<file path="config.mk">
export PLATFORM = sky130hd
export DESIGN_NAME = pbs_ctrl_flat
export DESIGN_NICKNAME = d
export VERILOG_FILES = /design/src/rtl/pbs_ctrl_if.sv /design/src/rtl/pbs_ctrl.sv /design/src/flat_wrapper.sv
export SDC_FILE = /design/constraint.sdc
export NUM_CORES = 1
export LEC_CHECK = 0
export ABC_AREA = 1
export CAP_MARGIN = 20
export CORE_MARGIN = 8
export CORE_UTILIZATION = 25
export CTS_CLUSTER_DIAMETER = 30
export DETAILED_ROUTE_END_ITERATION = 6
export PLACE_DENSITY_LB_ADDON = 0.3
export SETUP_SLACK_MARGIN = 0.4
export SLEW_MARGIN = 20
export SYNTH_ARGS = -nofsm -noshare
export SYNTH_HDL_FRONTEND = slang
export SYNTH_SLANG_ARGS = --single-unit
</file>
<file path="constraint.sdc">
create_clock -name clk -period 4.84 [get_ports clk]
set_input_delay 0.968 -clock clk [delete_from_list [all_inputs] [get_ports clk]]
set_output_delay 0.968 -clock clk [all_outputs]
set_load 0.01 [all_outputs]
</file>
<file path="src/rtl/pbs_ctrl_if.sv">
// Command/status bundle between the turn sequencer and the battle datapath/UI.
interface pbs_ctrl_if;
  logic       move_valid;
  logic [1:0] move_sel;
  logic [3:0] p_hp;
  logic [3:0] AI_hp;
  logic [1:0] p_move;
  logic       target;
  logic       actr;
  logic       app_dmg;
  logic       calc_dmg;
  logic       busy;
  logic       game_over;
  logic       winner;
  logic [7:0] turn_cnt;

  modport master (
    output move_valid, move_sel, p_hp, AI_hp,
    input  p_move, target, actr, app_dmg, calc_dmg, busy, game_over, winner, turn_cnt
  );

  modport slave (
    input  move_valid, move_sel, p_hp, AI_hp,
    output p_move, target, actr, app_dmg, calc_dmg, busy, game_over, winner, turn_cnt
  );
endinterface

</file>
<file path="src/rtl/pbs_ctrl.sv">
// Turn sequencer for the battle engine: player attack, faint check,
// AI attack, faint check. All outputs are registered from the next state.
//
// state    | meaning
// IDLE     | waiting for a rising edge on move_valid
// P_SEL    | player attacks AI: select operands
// P_APPLY  | player attacks AI: load AI HP
// P_CALC   | player attacks AI: compute damage
// P_CHK    | AI fainted? (player wins on tie)
// AI_SEL   | AI attacks player: select operands
// AI_APPLY | AI attacks player: load player HP
// AI_CALC  | AI attacks player: compute damage
// AI_CHK   | player fainted? else close the turn
// OVER     | game finished, absorbing until reset
module pbs_ctrl #(
  parameter int PHASE_CYCLES = 2
) (
  input  logic       clk,
  input  logic       rst,
  pbs_ctrl_if.slave  bus
);

  localparam logic [3:0] IDLE     = 4'd0;
  localparam logic [3:0] P_SEL    = 4'd1;
  localparam logic [3:0] P_APPLY  = 4'd2;
  localparam logic [3:0] P_CALC   = 4'd3;
  localparam logic [3:0] P_CHK    = 4'd4;
  localparam logic [3:0] AI_SEL   = 4'd5;
  localparam logic [3:0] AI_APPLY = 4'd6;
  localparam logic [3:0] AI_CALC  = 4'd7;
  localparam logic [3:0] AI_CHK   = 4'd8;
  localparam logic [3:0] OVER     = 4'd9;

  localparam logic [3:0] LAST = 4'(PHASE_CYCLES - 1);

  logic [3:0] state, nxt;
  logic [3:0] phase;
  logic       mv_prev;
  logic       start;
  logic       last;
  logic       timed;
  logic       tgt_n, actr_n, app_n, calc_n, busy_n, go_n;

  assign start = bus.move_valid & ~mv_prev;
  assign last  = (phase == LAST);
  assign timed = (state == P_SEL)  || (state == P_APPLY)  || (state == P_CALC) ||
                 (state == AI_SEL) || (state == AI_APPLY) || (state == AI_CALC);

  // Next-state selection; HP is only looked at in the two check states.
  always_comb begin
    nxt = state;
    case (state)
      IDLE:     if (start) nxt = P_SEL;
      P_SEL:    if (last)  nxt = P_APPLY;
      P_APPLY:  if (last)  nxt = P_CALC;
      P_CALC:   if (last)  nxt = P_CHK;
      P_CHK:    nxt = (bus.AI_hp == 4'd0) ? OVER : AI_SEL;
      AI_SEL:   if (last)  nxt = AI_APPLY;
      AI_APPLY: if (last)  nxt = AI_CALC;
      AI_CALC:  if (last)  nxt = AI_CHK;
      AI_CHK:   nxt = (bus.p_hp == 4'd0) ? OVER : IDLE;
      OVER:     nxt = OVER;
      default:  nxt = IDLE;
    endcase
  end

  // Moore output decode of the state being entered, so outputs change on the entering edge.
  always_comb begin
    tgt_n  = 1'b0;
    actr_n = 1'b0;
    app_n  = 1'b0;
    calc_n = 1'b0;
    busy_n = 1'b1;
    go_n   = 1'b0;
    case (nxt)
      IDLE:     busy_n = 1'b0;
      P_SEL:    tgt_n  = 1'b1;
      P_APPLY:  begin tgt_n = 1'b1; app_n  = 1'b1; end
      P_CALC:   begin tgt_n = 1'b1; calc_n = 1'b1; end
      AI_SEL:   actr_n = 1'b1;
      AI_APPLY: begin actr_n = 1'b1; app_n  = 1'b1; end
      AI_CALC:  begin actr_n = 1'b1; calc_n = 1'b1; end
      OVER:     begin busy_n = 1'b0; go_n = 1'b1; end
      default:  ;
    endcase
  end

  // Button history for edge detection.
  always_ff @(posedge clk or posedge rst) begin
    if (rst) mv_prev <= 1'b0;
    else     mv_prev <= bus.move_valid;
  end

  // State register and phase counter; the counter restarts on every state change.
  always_ff @(posedge clk or posedge rst) begin
    if (rst) begin
      state <= IDLE;
      phase <= 4'd0;
    end else begin
      state <= nxt;
      if ((nxt != state) || !timed) phase <= 4'd0;
      else                          phase <= phase + 4'd1;
    end
  end

  // Registered command/status outputs.
  always_ff @(posedge clk or posedge rst) begin
    if (rst) begin
      bus.target    <= 1'b0;
      bus.actr      <= 1'b0;
      bus.app_dmg   <= 1'b0;
      bus.calc_dmg  <= 1'b0;
      bus.busy      <= 1'b0;
      bus.game_over <= 1'b0;
    end else begin
      bus.target    <= tgt_n;
      bus.actr      <= actr_n;
      bus.app_dmg   <= app_n;
      bus.calc_dmg  <= calc_n;
      bus.busy      <= busy_n;
      bus.game_over <= go_n;
    end
  end

  // Move latch, winner flag and saturating turn counter.
  always_ff @(posedge clk or posedge rst) begin
    if (rst) begin
      bus.p_move   <= 2'd0;
      bus.winner   <= 1'b0;
      bus.turn_cnt <= 8'd0;
    end else begin
      if (state == IDLE && start) bus.p_move <= bus.move_sel;
      if (state == P_CHK  && nxt == OVER) bus.winner <= 1'b0;
      if (state == AI_CHK && nxt == OVER) bus.winner <= 1'b1;
      if (state == AI_CHK && nxt == IDLE && bus.turn_cnt != 8'hFF)
        bus.turn_cnt <= bus.turn_cnt + 8'd1;
    end
  end

endmodule

</file>
<file path="src/flat_wrapper.sv">
// flat-port wrapper written by rule: the top's interface ports become plain ports
module pbs_ctrl_flat 
#(
  parameter int PHASE_CYCLES = 2
)
  (clk, rst, bus_move_valid, bus_move_sel, bus_p_hp, bus_AI_hp, bus_p_move, bus_target, bus_actr, bus_app_dmg, bus_calc_dmg, bus_busy, bus_game_over, bus_winner, bus_turn_cnt);
  pbs_ctrl_if bus_i ();
  input  logic clk;
  input  logic rst;
  input wire logic [$bits(bus_i.move_valid)-1:0] bus_move_valid;
  input wire logic [$bits(bus_i.move_sel)-1:0] bus_move_sel;
  input wire logic [$bits(bus_i.p_hp)-1:0] bus_p_hp;
  input wire logic [$bits(bus_i.AI_hp)-1:0] bus_AI_hp;
  output wire logic [$bits(bus_i.p_move)-1:0] bus_p_move;
  output wire logic [$bits(bus_i.target)-1:0] bus_target;
  output wire logic [$bits(bus_i.actr)-1:0] bus_actr;
  output wire logic [$bits(bus_i.app_dmg)-1:0] bus_app_dmg;
  output wire logic [$bits(bus_i.calc_dmg)-1:0] bus_calc_dmg;
  output wire logic [$bits(bus_i.busy)-1:0] bus_busy;
  output wire logic [$bits(bus_i.game_over)-1:0] bus_game_over;
  output wire logic [$bits(bus_i.winner)-1:0] bus_winner;
  output wire logic [$bits(bus_i.turn_cnt)-1:0] bus_turn_cnt;
  assign bus_i.move_valid = bus_move_valid;
  assign bus_i.move_sel = bus_move_sel;
  assign bus_i.p_hp = bus_p_hp;
  assign bus_i.AI_hp = bus_AI_hp;
  assign bus_p_move = bus_i.p_move;
  assign bus_target = bus_i.target;
  assign bus_actr = bus_i.actr;
  assign bus_app_dmg = bus_i.app_dmg;
  assign bus_calc_dmg = bus_i.calc_dmg;
  assign bus_busy = bus_i.busy;
  assign bus_game_over = bus_i.game_over;
  assign bus_winner = bus_i.winner;
  assign bus_turn_cnt = bus_i.turn_cnt;
  pbs_ctrl #(.PHASE_CYCLES(PHASE_CYCLES)) u_core (.clk(clk), .rst(rst), .bus(bus_i));
endmodule
</file>
==> flow_metrics.tcl <==
set metrics [dict create \
    crit_required_ps 5000 \
    drc_errors 0 \
    worst_path_most_repeated_cell "nand2_1" \
    start_util 0.254 \
    setup_violations 0 \
    r2r_start "u_core.phase[0]" \
    slew_headroom 0.634 \
    htree_num_levels 1 \
    critPathKind "in -> reg" \
    synthCells 186 \
    hold_viol_final 0 \
    row_count 28 \
    critPathCaptureType "flip-flop" \
    rsz0062_at_grt "no" \
    port_buffers 29 \
    startpoint "bus_AI_hp[3]" \
    diodes 0 \
    holdCritPathClass "reg -> reg" \
    grt_use_total 0.0820 \
    drive_above_1_share 0.151 \
    wire_per_inst_um 11.4 \
    status "completed" \
    ff2ff_setup_slack_ps 3050 \
    clkTransAtPathRegs_ps 90 \
    rr_worst_depth 10 \
    power-per-cell-area_nw_per_um2 464 \
    path_cells "clkdlybuf4s50_1, nor2_1, nand2_1, nor2_1, nand3b_1, nor2_2, nand4_4, nand2_1, nand2_1" \
    r2r-end "u_core.bus.turn_cnt[7]" \
    grt_max_degree 27 \
    fmax_ghz 0.444 \
    cap_violations 0 \
    dp_worst_setup_slack_ps 2290 \
    cts_tree "built" \
    fp.dieH_um 93.1 \
    finalCriticalPeriod_ps 2250 \
    antenna_left 0 \
    dpl.hpwl_um 2650 \
    synthTopCellsByArea "dfrtp_1, nand2_1, nor2_1, xor2_1, nand4_1" \
    fin_worst_skew_ps 2.87 \
    post-route-period-util 0.465 \
    cts_buffers 3 \
    synth_seq_cells 26 \
    flow.area_growth_from_synthesis_pct 29.5 \
    antenna_found_initial 0 \
    tns_ps 0 \
    ys.warnings.count 0 \
    grt-ovfl-total 0 \
    grt_pass1_wl_um 5840 \
    synth_top_area_cell "dfrtp_1" \
    viasPerCell 4.21 \
    min_path_cells 2 \
    cts.sinks 26 \
    die_w_um 93.1 \
    ir_worst_vdd_uv 171 \
    worst_slack_ps 2590 \
    cpPeakStageDelay_ps 450 \
    cts_setup_buffers 0 \
    postCtsHoldBufs 0 \
    crit_arrival_ps 2410 \
    ios 30 \
    crit_fanout 8 \
    synth_top_area_share 0.438 \
    coreArea_um2 5850 \
    routed_wl_um 3370 \
    nNetsFinal 236 \
    worst_pin_slew_ps 548 \
    cp_slowest_cell "clkdlybuf4s50_1" \
    netlist-cell-type-count 24 \
    hp-start "u_core.bus.p_move[0]" \
    globalplace.congestion 0.896 \
    dr.pass1.iters 4 \
    cts-resized-gates 0 \
    clockRootBuffer "clkbuf_8" \
    drtIter0Drc 85 \
    synth_seq_area_share 0.438 \
    p_leak_nw 0.939 \
    avgSynthCellArea_um2 7.99 \
    cp-start-kind "primary input" \
    num_vias 1239 \
    hold_path_end "u_core.bus.p_move[0]" \
    clkLatencyLatePin_ps 260 \
    clock_path_buffers 2 \
    slew_viol_final 0 \
    total_power_mw 0.893 \
    synth.cell_area_um2 1490 \
    grt_pass1_vias 1267 \
    synthesis.nets 202 \
    die-area_um2 8670 \
]
[layout make-up]
class / instances / area [um2]
fillers: 623 / 3930
multi-input cells: 144 / 776
flip-flops and latches: 26 / 651
repair buffers: 29 / 290
well taps: 75 / 93.8
inverters: 16 / 60.1
clock buffers: 4 / 55.1
[where the power goes]
group          internal [mW]  switching, mW  total, mW  leakage (nW)
logic                  0.172          0.285      0.457         0.565
registers              0.263         0.0355      0.298         0.345
clock network         0.0726         0.0652      0.138        0.0288
[critical path: cells and delay by family]
family,cells,cell delay [ps]
AND/OR/NAND/NOR,8,980
buffers and inverters,1,450
[state kept, by name, indices dropped and copies added (netlist names)]
name / flops
u_core.bus.turn_cnt: 8
u_core.phase: 4
u_core.state: 4
u_core.bus.p_move: 2
u_core.bus.actr: 1
u_core.bus.app_dmg: 1
u_core.bus.busy: 1
u_core.bus.calc_dmg: 1
u_core.bus.game_over: 1
u_core.bus.target: 1
u_core.bus.winner: 1
u_core.mv_prev: 1
[logic make-up after synthesis]
logic type               Yosys count  synth area share
AND/OR/NAND/NOR                  128             0.425
flip-flops                        26             0.438
buffers and inverters             16            0.0404
XOR/XNOR                           7            0.0412
AO/OA/AOI/OAI                      6            0.0303
adder cells (fa/ha/maj)            3            0.0253
[cells in the mapped netlist, drive strengths merged]
master / number
nand4: 9
a21oi: 3
dfrtp: 26
nand3: 9
inv: 16
nand2: 60
nor3: 2
ha: 3
xnor2: 1
o21ai: 3
xor2: 6
nand3b: 1
nor2: 47
[cells in the final DEF (no fill, tap or decap), types with 4 or more instances in the layout]
| master | n |
|---|---|
| nand4_1 | 8 |
| inv_1 | 11 |
| nor2_2 | 8 |
| nand2_1 | 51 |
| nor2_1 | 36 |
| clkbuf_8 | 4 |
| nand2_2 | 7 |
| xor2_1 | 6 |
| dfrtp_1 | 26 |
| nand3_1 | 8 |
| clkdlybuf4s50_1 | 29 |
| inv_2 | 5 |
[through the flow]
stage / area [um2] / hold slack (ps) / instances / utilization
floorplan: 1490 / 457 / 186 / -
finish: 1930 / 479 / 294 / 0.329
detailed placement: 1870 / 464 / 290 / 0.320
global placement: 1870 / 457 / 290 / 0.320
CTS: 1930 / 485 / 294 / 0.329
global route: 1930 / 513 / 294 / 0.329
[worst max-delay path by stage]
stage	endpoint	slack (ps)
finish	u_core.bus.turn_cnt[2]	2590
global route	u_core.bus.turn_cnt[2]	2460
CTS	bus_turn_cnt[4]	2570
detailed placement	u_core.bus.turn_cnt[2]	2290
global placement	u_core.bus.turn_cnt[7]	2290
floorplan	u_core.bus.turn_cnt[2]	2910
[routing by layer]
| metal | wire length [um] | up-vias | track usage |
|---|---|---|---|
| met3 | 111 | 4 | 0.0240 |
| met4 | 18 | 0 | 0.0121 |
| met1 | 1610 | 565 | 0.100 |
| met5 | 0 | - | 0 |
| met2 | 1630 | 17 | 0.141 |
| li1 | - | 653 | - |
(Power assumes the default switching activity.)
